[config.mk]
export PLATFORM = sky130hd
export DESIGN_NAME = ahb_lite_bus_fabric
export DESIGN_NICKNAME = d
export VERILOG_FILES = /design/src/rtl/ahb_lite_bus_fabric_pkg.sv /design/src/rtl/ahb_lite_bus_fabric_default_slave.sv /design/src/rtl/ahb_lite_bus_fabric.sv
export SDC_FILE = /design/constraint.sdc
export NUM_CORES = 1
export LEC_CHECK = 0
export ABC_AREA = 1
export CAP_MARGIN = 20
export CORE_AREA = 2 2 152 154
export DETAILED_ROUTE_END_ITERATION = 8
export DIE_AREA = 0 0 154 156
export HOLD_SLACK_MARGIN = 0.02
export PLACE_DENSITY = 0.65
export SYNTH_ARGS = -nofsm -noshare
export SYNTH_HDL_FRONTEND = slang
export SYNTH_SLANG_ARGS = --single-unit
[constraint.sdc]
create_clock -name HCLK -period 4.3 [get_ports HCLK]
set_clock_uncertainty 0.15 [all_clocks]
set_input_delay 0.43 -clock HCLK [delete_from_list [all_inputs] [get_ports HCLK]]
set_output_delay 0.43 -clock HCLK [all_outputs]
set_load 0.01 [all_outputs]
[src/rtl/ahb_lite_bus_fabric_pkg.sv]
// rtl/ahb_lite_bus_fabric_pkg.sv - shared AHB-Lite bus encodings, error causes and fabric state codes
package ahb_lite_bus_fabric_pkg;

    localparam logic [1:0] HTRANS_IDLE   = 2'b00;
    localparam logic [1:0] HTRANS_BUSY   = 2'b01;
    localparam logic [1:0] HTRANS_NONSEQ = 2'b10;
    localparam logic [1:0] HTRANS_SEQ    = 2'b11;

    localparam logic HRESP_OKAY  = 1'b0;
    localparam logic HRESP_ERROR = 1'b1;

    localparam logic [1:0] CAUSE_NONE        = 2'b00;
    localparam logic [1:0] CAUSE_UNMAPPED    = 2'b01;
    localparam logic [1:0] CAUSE_TIMEOUT     = 2'b10;
    localparam logic [1:0] CAUSE_QUARANTINED = 2'b11;

    localparam logic [1:0] ST_DP_IDLE  = 2'd0;
    localparam logic [1:0] ST_DP_SLAVE = 2'd1;
    localparam logic [1:0] ST_ERR1     = 2'd2;
    localparam logic [1:0] ST_ERR2     = 2'd3;

endpackage

[src/rtl/ahb_lite_bus_fabric_default_slave.sv]
// rtl/ahb_lite_bus_fabric_default_slave.sv - two-cycle ERROR sequencer and fabric error capture
// Ports:
//   HCLK, HRESETn         clock, async active-low reset
//   err_start             request an ERROR data phase starting next cycle
//   err_addr_in/cause_in  address and cause to report for that error
//   err_state             ST_DP_IDLE when inactive, else ST_ERR1 / ST_ERR2
//   ERR_IRQ               one-cycle pulse in ERR2
//   ERR_ADDR/ERR_CAUSE    last captured error, updated on entry to ERR2
module ahb_lite_default_slave
    import ahb_lite_bus_fabric_pkg::*;
(
    input  logic        HCLK,
    input  logic        HRESETn,
    input  logic        err_start,
    input  logic [31:0] err_addr_in,
    input  logic [1:0]  err_cause_in,
    output logic [1:0]  err_state,
    output logic        ERR_IRQ,
    output logic [31:0] ERR_ADDR,
    output logic [1:0]  ERR_CAUSE
);

    logic [1:0]  state_q, state_d;
    logic [31:0] pend_addr_q, pend_addr_d;
    logic [1:0]  pend_cause_q, pend_cause_d;
    logic        irq_q, irq_d;
    logic [31:0] addr_q, addr_d;
    logic [1:0]  cause_q, cause_d;

    always_comb begin
        state_d = ST_DP_IDLE;
        if (err_start) begin
            state_d = ST_ERR1;
        end else if (state_q == ST_ERR1) begin
            state_d = ST_ERR2;
        end
        pend_addr_d  = err_start ? err_addr_in  : pend_addr_q;
        pend_cause_d = err_start ? err_cause_in : pend_cause_q;
        // Capture happens on the ERR1->ERR2 edge so a reset during ERR1 leaves no trace.
        irq_d   = (state_q == ST_ERR1);
        addr_d  = (state_q == ST_ERR1) ? pend_addr_q  : addr_q;
        cause_d = (state_q == ST_ERR1) ? pend_cause_q : cause_q;
    end

    always_ff @(posedge HCLK or negedge HRESETn) begin
        if (!HRESETn) begin
            state_q      <= ST_DP_IDLE;
            pend_addr_q  <= '0;
            pend_cause_q <= CAUSE_NONE;
            irq_q        <= 1'b0;
            addr_q       <= '0;
            cause_q      <= CAUSE_NONE;
        end else begin
            state_q      <= state_d;
            pend_addr_q  <= pend_addr_d;
            pend_cause_q <= pend_cause_d;
            irq_q        <= irq_d;
            addr_q       <= addr_d;
            cause_q      <= cause_d;
        end
    end

    assign err_state = state_q;
    assign ERR_IRQ   = irq_q;
    assign ERR_ADDR  = addr_q;
    assign ERR_CAUSE = cause_q;

endmodule

[src/rtl/ahb_lite_bus_fabric.sv]
// rtl/ahb_lite_bus_fabric.sv - AHB-Lite single-master decoder/mux with default slave, timeout and quarantine
// Ports:
//   HCLK, HRESETn              clock, async active-low reset
//   HADDR, HTRANS              master address phase
//   HREADY, HRESP, HRDATA      data-phase response to master (HREADY also to slaves)
//   HSEL_A                     combinational one-hot slave select
//   HREADYOUT_A, HRESP_A, HRDATA_A  per-slave responses, slave i data at [i*32+:32]
//   ERR_IRQ, ERR_ADDR, ERR_CAUSE    fabric-generated error report
//   QUARANTINE                 slaves disabled after a timeout
module ahb_lite_bus_fabric
    import ahb_lite_bus_fabric_pkg::*;
#(
    parameter int                         NUM_SLAVES     = 8,
    parameter logic [NUM_SLAVES*32-1:0]   SLV_BASE       = {NUM_SLAVES{32'h0}},
    parameter logic [NUM_SLAVES*32-1:0]   SLV_MASK       = {NUM_SLAVES{32'hFFFF_0000}},
    parameter int                         TIMEOUT_CYCLES = 256
) (
    input  logic                       HCLK,
    input  logic                       HRESETn,
    input  logic [31:0]                HADDR,
    input  logic [1:0]                 HTRANS,
    output logic                       HREADY,
    output logic                       HRESP,
    output logic [31:0]                HRDATA,
    output logic [NUM_SLAVES-1:0]      HSEL_A,
    input  logic [NUM_SLAVES-1:0]      HREADYOUT_A,
    input  logic [NUM_SLAVES-1:0]      HRESP_A,
    input  logic [NUM_SLAVES*32-1:0]   HRDATA_A,
    output logic                       ERR_IRQ,
    output logic [31:0]                ERR_ADDR,
    output logic [1:0]                 ERR_CAUSE,
    output logic [NUM_SLAVES-1:0]      QUARANTINE
);

    localparam int IW = (NUM_SLAVES > 1) ? $clog2(NUM_SLAVES) : 1;
    // Wide enough to hold TIMEOUT_CYCLES; with timeout disabled it just saturates.
    localparam int CW = $clog2(TIMEOUT_CYCLES + 2);
    localparam logic [CW-1:0] CNT_LAST = CW'(TIMEOUT_CYCLES - 1);

    logic [NUM_SLAVES-1:0] match_raw;
    logic [NUM_SLAVES-1:0] sel;
    logic [IW-1:0]         sel_idx;
    logic                  found;
    logic                  xfer_req;

    logic [1:0]            dp_state_q, dp_state_d;
    logic [IW-1:0]         tgt_q, tgt_d;
    logic [31:0]           addr_q, addr_d;
    logic [CW-1:0]         cnt_q, cnt_d;
    logic [NUM_SLAVES-1:0] quar_q, quar_d;

    logic                  err_start;
    logic [31:0]           err_addr;
    logic [1:0]            err_cause;
    logic [1:0]            err_state;
    logic [1:0]            state;

    // Decode: raw match ignores quarantine so a quarantined-only hit can be told apart from unmapped.
    always_comb begin
        match_raw = '0;
        sel       = '0;
        sel_idx   = '0;
        found     = 1'b0;
        for (int i = 0; i < NUM_SLAVES; i++) begin
            match_raw[i] = ((HADDR & SLV_MASK[i*32 +: 32]) == SLV_BASE[i*32 +: 32]);
            if (match_raw[i] && !quar_q[i] && !found) begin
                found   = 1'b1;
                sel[i]  = 1'b1;
                sel_idx = IW'(i);
            end
        end
    end

    assign HSEL_A   = sel;
    assign xfer_req = (HTRANS == HTRANS_NONSEQ) || (HTRANS == HTRANS_SEQ);

    // The error sequencer overrides the data-phase state while it is active.
    always_comb begin
        state  = (err_state != ST_DP_IDLE) ? err_state : dp_state_q;
        HREADY = 1'b1;
        HRESP  = HRESP_OKAY;
        HRDATA = '0;
        case (state)
            ST_DP_SLAVE: begin
                HREADY = HREADYOUT_A[tgt_q];
                HRESP  = HRESP_A[tgt_q];
                HRDATA = HRDATA_A[32*tgt_q +: 32];
            end
            ST_ERR1: begin
                HREADY = 1'b0;
                HRESP  = HRESP_ERROR;
            end
            ST_ERR2: begin
                HRESP  = HRESP_ERROR;
            end
            default: ;
        endcase
    end

    always_comb begin
        dp_state_d = dp_state_q;
        tgt_d      = tgt_q;
        addr_d     = addr_q;
        cnt_d      = cnt_q;
        quar_d     = quar_q;
        err_start  = 1'b0;
        err_addr   = addr_q;
        err_cause  = CAUSE_TIMEOUT;
        if (HREADY) begin
            cnt_d      = '0;
            addr_d     = HADDR;
            tgt_d      = sel_idx;
            dp_state_d = ST_DP_IDLE;
            if (xfer_req) begin
                if (found) begin
                    dp_state_d = ST_DP_SLAVE;
                end else begin
                    err_start = 1'b1;
                    err_addr  = HADDR;
                    err_cause = (|match_raw) ? CAUSE_QUARANTINED : CAUSE_UNMAPPED;
                end
            end
        end else if (state == ST_DP_SLAVE) begin
            // Only reached with the slave stalling, so a same-cycle ready never times out.
            if (!(&cnt_q)) begin
                cnt_d = cnt_q + 1'b1;
            end
            if ((TIMEOUT_CYCLES != 0) && (cnt_q == CNT_LAST)) begin
                err_start     = 1'b1;
                quar_d[tgt_q] = 1'b1;
                dp_state_d    = ST_DP_IDLE;
            end
        end
    end

    always_ff @(posedge HCLK or negedge HRESETn) begin
        if (!HRESETn) begin
            dp_state_q <= ST_DP_IDLE;
            tgt_q      <= '0;
            addr_q     <= '0;
            cnt_q      <= '0;
            quar_q     <= '0;
        end else begin
            dp_state_q <= dp_state_d;
            tgt_q      <= tgt_d;
            addr_q     <= addr_d;
            cnt_q      <= cnt_d;
            quar_q     <= quar_d;
        end
    end

    assign QUARANTINE = quar_q;

    ahb_lite_default_slave u_default_slave (
        .HCLK         (HCLK),
        .HRESETn      (HRESETn),
        .err_start    (err_start),
        .err_addr_in  (err_addr),
        .err_cause_in (err_cause),
        .err_state    (err_state),
        .ERR_IRQ      (ERR_IRQ),
        .ERR_ADDR     (ERR_ADDR),
        .ERR_CAUSE    (ERR_CAUSE)
    );

endmodule
-- Word level (Yosys, flattened, before mapping)
Cells that the tools add are included.
W data, S select, Z words.
- register bits after elaboration: 125
- input port bits: 308
- logic and storage cells: 120
- add/sub/neg operators: 1
- $lt $le $gt $ge: 2
- eq/ne operators: 8
- shifts and indexed selects: 1
- mux-type cells: 54
- bitwise operators: 2
- reduce and logical (&&, ||, !) cells: 41
- operators by type and width (operator ; count):
    $shiftx A256 B9 Y32 ; 1
    $mux W32 ; 4
    $logic_not A32 Y1 ; 1
    $mux W9 ; 3
    $mux W1 ; 26
    $mux W2 ; 12
    $logic_and A1 B1 Y1 ; 16
    $logic_not A1 Y1 ; 15
    $mux W3 ; 4
    $eq A2 B2 Y1 const B ; 5
    $add A9 B1 Y9 const B ; 1
    $eq A9 B8 Y1 const B ; 1
    $reduce_and A9 Y1 ; 1
    $or A8 B8 Y8 ; 1
    $bmux W1 S3 ; 2
    $reduce_bool A2 Y1 ; 3
    $lt A3 B4 Y1 const B ; 1
    $pmux W1 S2 ; 2
    $reduce_and A2 Y1 ; 2
    $demux W1 S3 ; 1
    $ge A3 B1 Y1 const B ; 1
    $reduce_and A3 Y1 ; 1
    $eq A2 B1 Y1 const B ; 1
    $ne A2 B2 Y1 const B ; 1
    other kinds (3) ; 3

-- Longest topological paths before layout
- depth in word-level cells: 28
- mapped depth: 13
- mapped depth without buffers: 12

-- Modules after synthesis
From an unflattened synthesis, not the netlist that was laid out.
- cells, all modules: 1015
- area total of the unflattened synthesis: 7440.9 sq um
- modules (own cells, without submodules) (module ; instances ; cells each ; area an instance (sq um) ; sequential area each (sq um)):
    ahb_lite_bus_fabric ; 1 ; 717 ; 4670.7 ; 1326.3
    ahb_lite_default_slave ; 1 ; 298 ; 2770.2 ; 1776.7

-- Worst setup path after synthesis
No wires, ideal clock.
- path type: reg2out
- start: register tgt_q[2]
- end: output HRDATA[13]
- data arrival time: 1.641 ns
- required time: 3.720 ns
- path slack: 2.079 ns
- stages on the path, launching flop included: 9
- path through: dfrtp_1 > buf_2 > inv_1 > nand3_1 > inv_1 > buf_2 > buf_1 > a22oi_1 > a31oi_1
- longest elaborated chain between the ends: 2
- ends and longest elaborated chain (what ; RTL line ; RTL):
    from (decl) ; ahb_lite_bus_fabric.sv:47 ; logic [IW-1:0] tgt_q, tgt_d;
    from (signal assigned) ; ahb_lite_bus_fabric.sv:145 ; tgt_q <= tgt_d;
    $shiftx A256 B9 Y32 ; ahb_lite_bus_fabric.sv:87 ; HRDATA = HRDATA_A[32*tgt_q +: 32];
    $mux W32 ; ahb_lite_bus_fabric.sv:83 ; case (state)
    to (decl) ; ahb_lite_bus_fabric.sv:24 ; output logic [31:0] HRDATA,
No other way between the ends.

-- Worst setup path in the final report
- start: register tgt_q[1]
- end: output HRDATA[9]
Same word-level chain as after synthesis.

==> key figures <==
Critical path
  • Arr. time, crit path: 3330 ps
  • R2r setup slk: 1100 ps
  • R2R cell count: 12
  • Critical path buffers and inverters: 3
  • R2r startpoint: tgt_q[1]$_DFFE_PN0N_
  • Worst path cell trace: nand3_1, inv_1, buf_4, nand2_1, o21ai_0, a221oi_1, a41oi_1, clkdlybuf4s50_1
  • Crit path largest cell delay: 670 ps
  • Slowest CP cell: clkdlybuf4s50_1
  • Crit Path Max Fanout: 20
  • Delay-heaviest family, CP: buffers and inverters
  • Critical path endpoint category: output pin
  • Reg2reg end: cnt_q[5]$_DFFE_PN0P_
  • Critical path required time: 3720 ps
  • Critical Setup Path Class: reg -> out
  • Crit start category: register

Final layout
  • Share of cells above drive strength 1: 5.14%
  • Multi-input gate area: 0.00366 mm^2
  • # fillers: 2118
  • Final non-filler cell total: 1692
  • Final Core Density: 54.8%
  • # nets final: 1701
  • Synthesis-to-finish area growth: 65.9%
  • Register area: 0.00310 mm^2

Power
  • Pwr Density: 512 mW/mm^2
  • Int Pwr: 0.00390 W
  • Worst ir drop on vdd: 407 uV
  • Clock group share of total power: 24.5%
  • Switching share of total power: 37.9%
  • Static Leak: 5.48 nW
  • Flop pwr share: 31.5%
  • P_sw: 0.00238 W
  • Gate power share: 44.0%

Placed design
  • Hpwl dp: 32000 um
  • Global placement routability congestion: 0.966
  • Placed cells: 1654
  • IO Port Bufs: 391

Logic synthesis
  • Top FF cell, synth: dfrtp_1
  • Synth Instances: 1021
  • Synth area leader: dfrtp_1
  • Number of different library cells in the post-synthesis netlist: 36
  • Cell with the most instances after synthesis: nand2_1
  • Yosys warning count: 0
  • Cell area after synthesis: 0.00739 mm^2
  • Yosys top cell area share: 42.0%
  • Synth Net Count: 1332
  • Post-synth EDFFs: 0
  • Post-synthesis sequential area ratio: 42.0%
  • Area contributors post-synth: dfrtp_1 42%, nand2_1 21%, inv_1 4.3%
  • Seq cells post-synth: 124
  • Avg Cell Area, Syn: 7.24 um^2
  • Post-synth top cells: 410 x nand2_1, 124 x dfrtp_1, 85 x inv_1
  • Ys async rst share: 100%

Die
  • Die extent in y: 156 um
  • Core Region: 0.0224 mm^2
  • Starting Density: 33.0%
  • Row count: 55
  • DIE WIDTH: 154 um
  • # IOs: 393
  • Die footprint: 0.0240 mm^2

Drt
  • Post-Route WL: 41300 um
  • Routed Antenna Nets: 0
  • Routed wire per std cell: 24.4 um
  • DR pass1 iterations: 7
  • 1st-iter DRT viols: 899
  • DRC Markers: 0
  • DR vias: 9188
  • DR vias/cell: 5.43

STA
  • Relative slew slack: 44.3%
  • Minimum clock period: 3910 ps
  • Hold Fails Final Rpt: 0
  • Slew @ Worst Pin: 835 ps
  • Setup Viol. Count Final: 0
  • Setup TNS: 0 ps
  • Hold slack: 212 ps
  • RSZ-0062 raised after global routing: no
  • Final Cycle Share: 91.0%
  • Max Freq: 256 MHz
  • Fin. max-slew vios: 0

Clocking
  • Num CTS Buffers: 17
  • Max Root-Sink Buffers: 2
  • H-Tree Depth: 4
  • Worst skew pair latency: 420 ps
  • Root Driver: clkbuf_16
  • Clk slew on worst S/H paths: 60 ps
  • PostCTS Resize Cnt: 0
  • Clk sinks: 124
  • CTS tree: yes
  • Postcts setup bufs: 0
  • # hold bufs at CTS: 0

Global routing
  • Grt total ovfl: 0
  • Total GRT Usage: 34.1%
  • First-pass GRT wire length: 59700 um
  • Vias in the first global route: 8863
  • Initial antenna violation count: 12
  • Pin count of the biggest net entering global routing: 80

Min path
  • Worst min path class: in -> async

Run status
  • Status: complete, no violations

Job
  • Max_cap viols: 0
==> layer usage <==
metal	vias to the layer above	GRT usage, %	routed length, um
met3	50	12.3	4790
met4	14	6.23	615
met1	4413	46.6	17800
met5	-	0	87
li1	4186	-	-
met2	525	52.4	18000
==> kinds of logic after synthesis <==
kind of cell | share of synthesized area (%)
AO/OA/AOI/OAI | 17.5
AND/OR/NAND/NOR | 31.3
XOR/XNOR | 0.119
buffers and inverters | 8.65
adder cells (fa/ha/maj) | 0.508
flip-flops | 42.0
==> worst max-delay path by stage <==
| stage | from | endpoint | slack, ps | depth (start not counted) |
|---|---|---|---|---|
| final | tgt_q[1]$_DFFE_PN0N_ | HRDATA[9] | 390 | 8 |
| after global routing | tgt_q[1]$_DFFE_PN0N_ | HRDATA[9] | 280 | 8 |
| after CTS | tgt_q[1]$_DFFE_PN0N_ | HRDATA[21] | 500 | 8 |
| after detailed placement | HADDR[22] | HSEL_A[6] | 910 | 9 |
| after global placement | HADDR[22] | HSEL_A[6] | 940 | 9 |
| after floorplan | tgt_q[2]$_DFFE_PN0N_ | HRDATA[13] | 2080 | 8 |
==> layout by cell type (no fill, tap or decap), types with 2 or more instances in the layout <==
cell type        synthesis  final
a22o_1                   8      8
buf_12                   0      3
nor2_2                   5      6
inv_2                    5      5
clkinvlp_4               0      2
o21ai_0                 57     57
inv_1                   85     85
a41oi_1                 22     22
nand4_1                 42     42
clkbuf_16                0     17
ha_1                     3      3
a221oi_1                31     31
bufinv_16                0      4
clkdlybuf4s50_1          0    390
nor2_1                  32     31
o21bai_1                 3      3
dfrtp_1                124    124
clkinv_4                 0      5
nand3_1                 48     48
diode_2                  0      5
a22oi_1                 39     39
buf_4                    0     21
nand2_1                410    410
and3_1                   2      2
a31oi_1                  8      8
o211ai_1                 4      4
a21oi_1                 10     10
nor3_1                   5      5
==> layout make-up <==
cell class                      instances  area share [%]
Inverter                               91            2.79
Sequential cell                       124            25.3
Tap cell                              285            2.91
Clock buffer                           18            3.58
Antenna cell                            5           0.102
Timing Repair Buffer                  416            33.9
Clock inverter                         13            1.57
Multi-Input combinational cell        740            29.8
==> power groups by stage <==
stage / Clock (W) / Combinational, W / Sequential, W
6_report: 0.00154 / 0.00276 / 0.00198
5_1_grt: 0.00161 / 0.00305 / 0.00204
4_1_cts: 0.00156 / 0.00275 / 0.00197
3_5_place_dp: 0 / 0.00274 / 0.00198
3_3_place_gp: 0 / 0.00272 / 0.00197
2_1_floorplan: 0 / 0.00140 / 0.00199
==> state kept, by name (all words and copies together), names as in the netlist <==
register                      flops
u_default_slave.err_state         2
u_default_slave.pend_addr_q      32
u_default_slave.pend_cause_q      2
dp_state_q                        1
u_default_slave.ERR_ADDR         32
addr_q                           32
u_default_slave.ERR_CAUSE         2
QUARANTINE                        8
cnt_q                             9
tgt_q                             3
u_default_slave.ERR_IRQ           1
==> stage by stage <==
stage	setup WS, ps	power, W	area, um^2
after global placement	936	0.00468	11600
after detailed placement	905	0.00472	11600
after CTS	500	0.00628	12200
final	389	0.00628	12300
after floorplan	2080	0.00339	7390
after global routing	280	0.00670	12300
Note: power is estimated with default switching activity, not from simulation.
